## config.mk

```make
export PLATFORM = sky130hd
export DESIGN_NAME = regbank32
export DESIGN_NICKNAME = d
export VERILOG_FILES = /design/src/rtl/regbank32.sv
export SDC_FILE = /design/constraint.sdc
export NUM_CORES = 2
export LEC_CHECK = 0
export BUFFER_PORTS_ARGS = -buffer_cell sky130_fd_sc_hd__buf_2
export CAP_MARGIN = 20
export CORE_MARGIN = 8
export CORE_UTILIZATION = 29
export CTS_BUF_LIST = sky130_fd_sc_hd__clkbuf_16
export DETAILED_ROUTE_END_ITERATION = 8
export GPL_TIMING_DRIVEN = 0
export SLEW_MARGIN = 20
export SYNTH_ARGS = -nofsm -noshare
export SYNTH_HDL_FRONTEND = slang
export SYNTH_SLANG_ARGS = --single-unit
```

## constraint.sdc

```tcl
create_clock -name clk -period 4.6 [get_ports clk]
set_input_delay 0.23 -clock clk [delete_from_list [all_inputs] [get_ports clk]]
set_output_delay 0.23 -clock clk [all_outputs]
set_load 0.01 [all_outputs]
```

## src/rtl/regbank32.sv

```systemverilog
// regbank32: 32-entry MIPS register bank, two combinational read ports, one write port driven by a one-hot select.
// Define REGBANK32_BYPASS_EN to forward a qualified write to the read ports before the edge.
module regbank32 #(
    parameter int unsigned WIDTH = 32
) (
    input  logic             clk,
    input  logic             rst_n,
    input  logic             we,
    input  logic [31:0]      wsel,
    input  logic [WIDTH-1:0] wd,
    input  logic [4:0]       ra1,
    input  logic [4:0]       ra2,
    output logic [WIDTH-1:0] rd1,
    output logic [WIDTH-1:0] rd2,
    input  logic             err_clr,
    output logic             sel_err
);

    localparam int unsigned NREG = 32;
    localparam int unsigned AW   = 5;

    // Register 0 has no storage; it is synthesised as constant zero on the read side.
    logic [WIDTH-1:0] regs [1:NREG-1];

    logic          onehot;
    logic          wr_ok;
    logic          viol;
    logic [AW-1:0] widx;

    assign onehot = (wsel != '0) && ((wsel & (wsel - NREG'(1))) == '0);
    assign wr_ok  = we && onehot && !wsel[0];
    assign viol   = we && !onehot;

    // One-hot to binary index; only meaningful when onehot is set.
    always_comb begin
        widx = '0;
        for (int i = 0; i < NREG; i++) begin
            if (wsel[i]) widx = AW'(i);
        end
    end

    always_ff @(posedge clk or negedge rst_n) begin
        if (!rst_n) begin
            for (int i = 1; i < NREG; i++) regs[i] <= '0;
        end else if (wr_ok) begin
            regs[widx] <= wd;
        end
    end

    // Violation wins over clear so a simultaneous clear cannot hide a new error.
    always_ff @(posedge clk or negedge rst_n) begin
        if (!rst_n) begin
            sel_err <= 1'b0;
        end else if (viol) begin
            sel_err <= 1'b1;
        end else if (err_clr) begin
            sel_err <= 1'b0;
        end
    end

    always_comb begin
        rd1 = '0;
        rd2 = '0;
        if (ra1 != '0) rd1 = regs[ra1];
        if (ra2 != '0) rd2 = regs[ra2];
`ifdef REGBANK32_BYPASS_EN
        // Forwarding is suppressed in reset so the ports read zero while rst_n is low.
        if (rst_n && wr_ok && (ra1 == widx)) rd1 = wd;
        if (rst_n && wr_ok && (ra2 == widx)) rd2 = wd;
`endif
    end

endmodule

```

# After elaboration in Yosys (flattened, before gate mapping)

Cells that the tools add are included.

Output and inout bits: 65
Bits in registers: 993
Input port bits: 78
Word-level logic and storage cells: 97

Multiplexer cells: 44
$lt $le $gt $ge: 4
$add $sub $neg: 1
Reduce and logical (&&, ||, !) cells: 12
Bitwise logic cells: 4

Operator list:

| cell                  | number |
|---|---|
| $bwmux 992            | 1 |
| $bmux 32 s5           | 2 |
| $mux 32               | 7 |
| $demux 32 s5          | 1 |
| $mux 5                | 28 |
| $and 32x32->32        | 1 |
| $logic_not 32->1      | 1 |
| $reduce_bool 32->1    | 1 |
| $sub 32x1->32 const B | 1 |
| $ge 6x6->1 const B    | 3 |
| $not 5->6             | 3 |
| $reduce_bool 5->1     | 2 |
| $lt 6x1->1 const B    | 1 |
| $logic_and 1x1->1     | 5 |
| $mux 2                | 2 |
| $mux 1                | 3 |
| $logic_not 1->1       | 2 |
| $reduce_bool 2->1     | 1 |

# Logic depth before layout (Yosys ltp)

Depth after elaboration: 37
Gate-level depth with buffers: 12
Gate-level depth less buffers: 8

# Worst setup path before layout

OpenSTA, ideal clock, no wires.

Path kind: in2reg
From: in wsel[11]
To: reg regs[545] (netlist name)
Path buffers: 4
Required time: 4.475 ns
Data arrival time: 3.169 ns
Slack: 1.306 ns
Stages: 12
Library setup time: 0.125 ns
Cells stage by stage: clkbuf_1 > or4_4 > nand4b_4 > buf_2 > o31ai_1 > a21oi_1 > a211oi_2 > nand4_4 > buf_4 > nor3_2 > buf_4 > mux2_2

Word-level cells in the longest chain between the ends: 27
Elaborated cells on any way between the ends: 35
Classes of those cells: add/sub: 1; order compare: 2; mux: 24; bitwise: 2; reduce/logical: 6

RTL lines:

| what                                                                  | RTL line | source |
|---|---|---|
| start, declared                                                       | 9        | `input logic [31:0] wsel,` |
| $mux 5 (21 in a row)                                                  | 38       | `if (wsel[i]) widx = AW'(i);` |
| $not 5->6 (implied by the code)                                       | 46       | `regs[widx] <= wd;` |
| $ge 6x6->1 (implied by the code) / $lt 6x1->1 (equally long branches) | 46       |  |
| $logic_and 1x1->1 (implied by the code)                               | 46       |  |
| $mux 32 (implied by the code)                                         | 46       |  |
| $demux 32 s5                                                          | 46       |  |
| $bwmux 992                                                            | 46       |  |
| end signal, assigned by index                                         | 46       |  |
| end, declared                                                         | 23       | `logic [WIDTH-1:0] regs [1:NREG-1];` |

Several ways; a longest one is shown, not always the timed one.
A chain may end at the register's enable or synchronous reset.

# Worst setup path after layout

From: in ra2[1]
To: out rd2[18]

Word-level cells in the longest chain between the ends: 5
Elaborated cells on any way between the ends: 6
Classes of those cells: mux: 4; bitwise: 1; reduce/logical: 1

RTL lines:

| what                                       | RTL line | source |
|---|---|---|
| start, declared                            | 12       | `input logic [4:0] ra2,` |
| $not 5->6 (implied by the code)            | 65       | `if (ra2 != '0) rd2 = regs[ra2];` |
| $bmux 32 s5                                | 65       |  |
| $mux 32 (implied by the code) (2 in a row) | 65       |  |
| $mux 32 (*)                                | 65       |  |
| end, declared                              | 14       | `output logic [WIDTH-1:0] rd2,` |

Every way passes the cells marked *; elsewhere a longest branch is shown, timed or not. The select of a mux whose other input is x is not followed.

==> results.md <==
* Post-synthesis sequential area ratio at a little under half
* Full die area at 200000 sq um
* Clk Tree Root Cell: clkbuf_16
* Design Power at around 18 mW
* Mean post-synth cell area at 16.2 sq um
* Drt total wl at about 190000 um
* Hold Vio Cnt, Final at 0
* IO Pins at around 140
* Peak VDD IR at roughly 0.00031 V
* Slowest stage delay, CP at 0.89 ns
* Synth Area in Compound Gates at between 1.5 and 2%
* Run status: complete, no violations
* Commonest non-fill, non-tap cell in the layout: mux2_2
* Leading cell types in the layout, fill and taps excluded: mux2_2 (994), dfrtp_1 (993), mux4_2 (576), buf_2 (229), clkbuf_1 (180)
* Setup violators final at 0
* Number of global-route vias before repair at ~36000
* Post-synthesis adder-cell area fraction at less than 1%
* Final core utilization at ~33%
* Synth unique cells at between 50 and 60
* Startpoint types: input port
* Dpl hpwl at 131000 um
* Antenna viol nets, final at 0
* CTS max path bufs at 3
* Post-synthesis mux area share at a little under half
* GR Util met1 at about 23%
* Worst Setup End Kind: primary output
* Worst Tran Pin Value at about 1.2 ns
* Post-Synth XOR/XNOR Area at 0%
* Synth warn at 0
* Layout cells sized above 1 at ~56%
* Routed wire per std cell at ~30 um
* Crit path buffers/inverters at 5
* Minimum clock period at 4.59 ns
* Cells after Synth at approximately 3300
* Pleak at around 28 nW
* Reg clk slew, reported paths at 0.05 ns
* CP required at between 4 and 5 ns
* GRT met3 Usage at under 10%
* Final GP Congestion at just under 0.9
* DR DRC count at 0
* PD cells at ~300 nW/um^2
* Fill cells at roughly 18000
* Global route hottest layer: met2
* WS Path Type: in2out
* First-pass GRT wire length at 267000 um
* Final Cycle Share at 99.8%
* Setup WS post-layout at roughly 0.010 ns
* Area of the mapped netlist at 53800 sq um
* TritonCTS clock tree: done
* Via count at between 30000 and 40000
* Top cells by area, synth: dfrtp_1 (46%), mux4_2 (24%), mux2_2 (21%), mux2_1 (2.6%), clkbuf_1 (1.5%)
* Worst EP arrival at between 4 and 5 ns
* Synth async-reset ratio at 100%
* Fin. max-slew vios at 0
* Skew-Pair Late Insertion Delay at approximately 0.72 ns
* Area delta synth->final at 14.6%
* EDFF count, synth at 0
* H-tree depth at 3
* Initial core utilization at 29.1%
* Gr ovfl total at 0
* Slowest stage cell, crit path: clkbuf_1
* Clock Skew at 0 ns
* Worst hold path type: in2async
* Post-CTS setup buffers at 0
* Cell mode on critical path: clkbuf_1
* Post-synthesis simple-gate area fraction at approximately 1.5%
* Largest net degree at the start of global routing at about 130
* Number of port buffers at 126
* Place WS at -0.190 ns
* Critical path launch point: ra2[1]
* Yosys top cell by area: dfrtp_1
* CTS Buf Count at 108
* RSZ-0062 raised after global routing: false
* Vias per inst at between 5 and 6
* Worst r2r src: sel_err
* Syn_nets at around 3400
* Die extent in x at between 400 and 500 um
* TritonCTS Sinks at roughly 1000
* Crit path max-delay family: buffers and inverters
* Met2 GRT Util at between 30% and 40%
* Initial antenna violation count at 14
* Post-synth top flop: dfrtp_1
* FP Rows at approximately 160
* Top-area cell type share of the netlist area at 46.2%
* Max_slew headroom at 17.4%
* CP Cell Sequence: clkbuf_1 > clkbuf_1 > clkbuf_2 > clkbuf_1 > mux4_2 > mux4_2 > mux2_2 > buf_2
* DR iter-0 viols at a little under 3000
* Crit path max fanout at 10
* Fmax at around 220 MHz
* Max-cap violations at 0
* Core area at around 180000 sq um
* Post-layout nets at 3676
* Largest family of logic cells by synthesized area: multiplexers
* Die Y at 447 um
* Yosys reg bits at ~1000
* DR pass1 iterations at 5
* Tot GR Track Use at 18.3%
-- final timing paths --
| path | endpoint | slack [ns] | cells past startpoint |
|---|---|---|---|
| max in group asynchronous | regs[591] | 2.41 | 5 |
| worst min-delay path | sel_err | 0.07 | 2 |
| worst min register to register | regs[56] | 0.50 | 1 |
| worst max register to register | sel_err | 3.45 | 3 |
| min in group clk | sel_err | 0.26 | 4 |
| worst max-delay path | rd2[18] | 0.01 | 8 |
-- cells by family (layout without fill, tap and decap cells) --
group,after synthesis,in the layout
fa+ha+maj,1,1
simple gates,129,129
mux,1696,1696
other cells,0,7
compound gates,120,120
buf+inv,372,748
flops,993,993
-- metrics by stage --
step | instance area (sq um) | TNS (ns) | std cells | hold slack (ns)
2_1_floorplan | 53800 | 0 | 3311 | -0.0656
3_3_place_gp | 57500 | - | 5917 | 0.432
3_5_place_dp | 57900 | -6.24 | 5932 | 0.257
4_1_cts | 61600 | 0 | 6166 | 0.0975
5_1_grt | 61600 | 0 | 6172 | 0.135
6_report | 61600 | 0 | 6174 | 0.0718
-- report_power, final --
group	internal [mW]	total (mW)	switching, mW
registers	8.74	8.74	0.000335
clock network	4.57	8.40	3.83
logic	0.350	1.31	0.962
total	13.7	18.4	4.79
-- layer usage --
metal / part of all wire (%) / vias up
li1: - / 13600
met3: 6.2 / 378
met5: 0.074 / -
met4: 4.5 / 2
met2: 50 / 1273
met1: 39 / 18700
-- synth_stat cells (all sizes together) (11+ instances only) --
master and count:
nor3 32, mux2 1120, nor2 27, nor4 12
a22o 63, dfrtp 993, buf 148, nand2 14
o21ai 17, clkbuf 216, or2 11, mux4 576
-- repair_timing --
action                                  in CTS  in global routing
hold buffers                                35                  0
resized for setup                            0                  3
endpoints found under the setup margin       0                  4
hold endpoints to repair                   142                  0
-- final cells by class --
| class | instances | area [sq um] | share of cell area, % |
|---|---|---|---|
| plain buffers | 364 | 1630 | 2.64 |
| inverters | 8 | 30.0 | 0.0487 |
| diodes | 7 | 17.5 | 0.0284 |
| clock inverters | 90 | 589 | 0.956 |
| repair buffers | 177 | 1320 | 2.14 |
| multi-input cells | 1946 | 27400 | 44.4 |
| flip-flops and latches | 993 | 24800 | 40.3 |
| well taps | 2480 | 3100 | 5.03 |
| clock buffers | 109 | 2730 | 4.42 |
-- registers in the layout, indices dropped and copies added, names as in the netlist --
signal / cells
regs: 992
sel_err: 1
(Power assumes the default switching activity.)
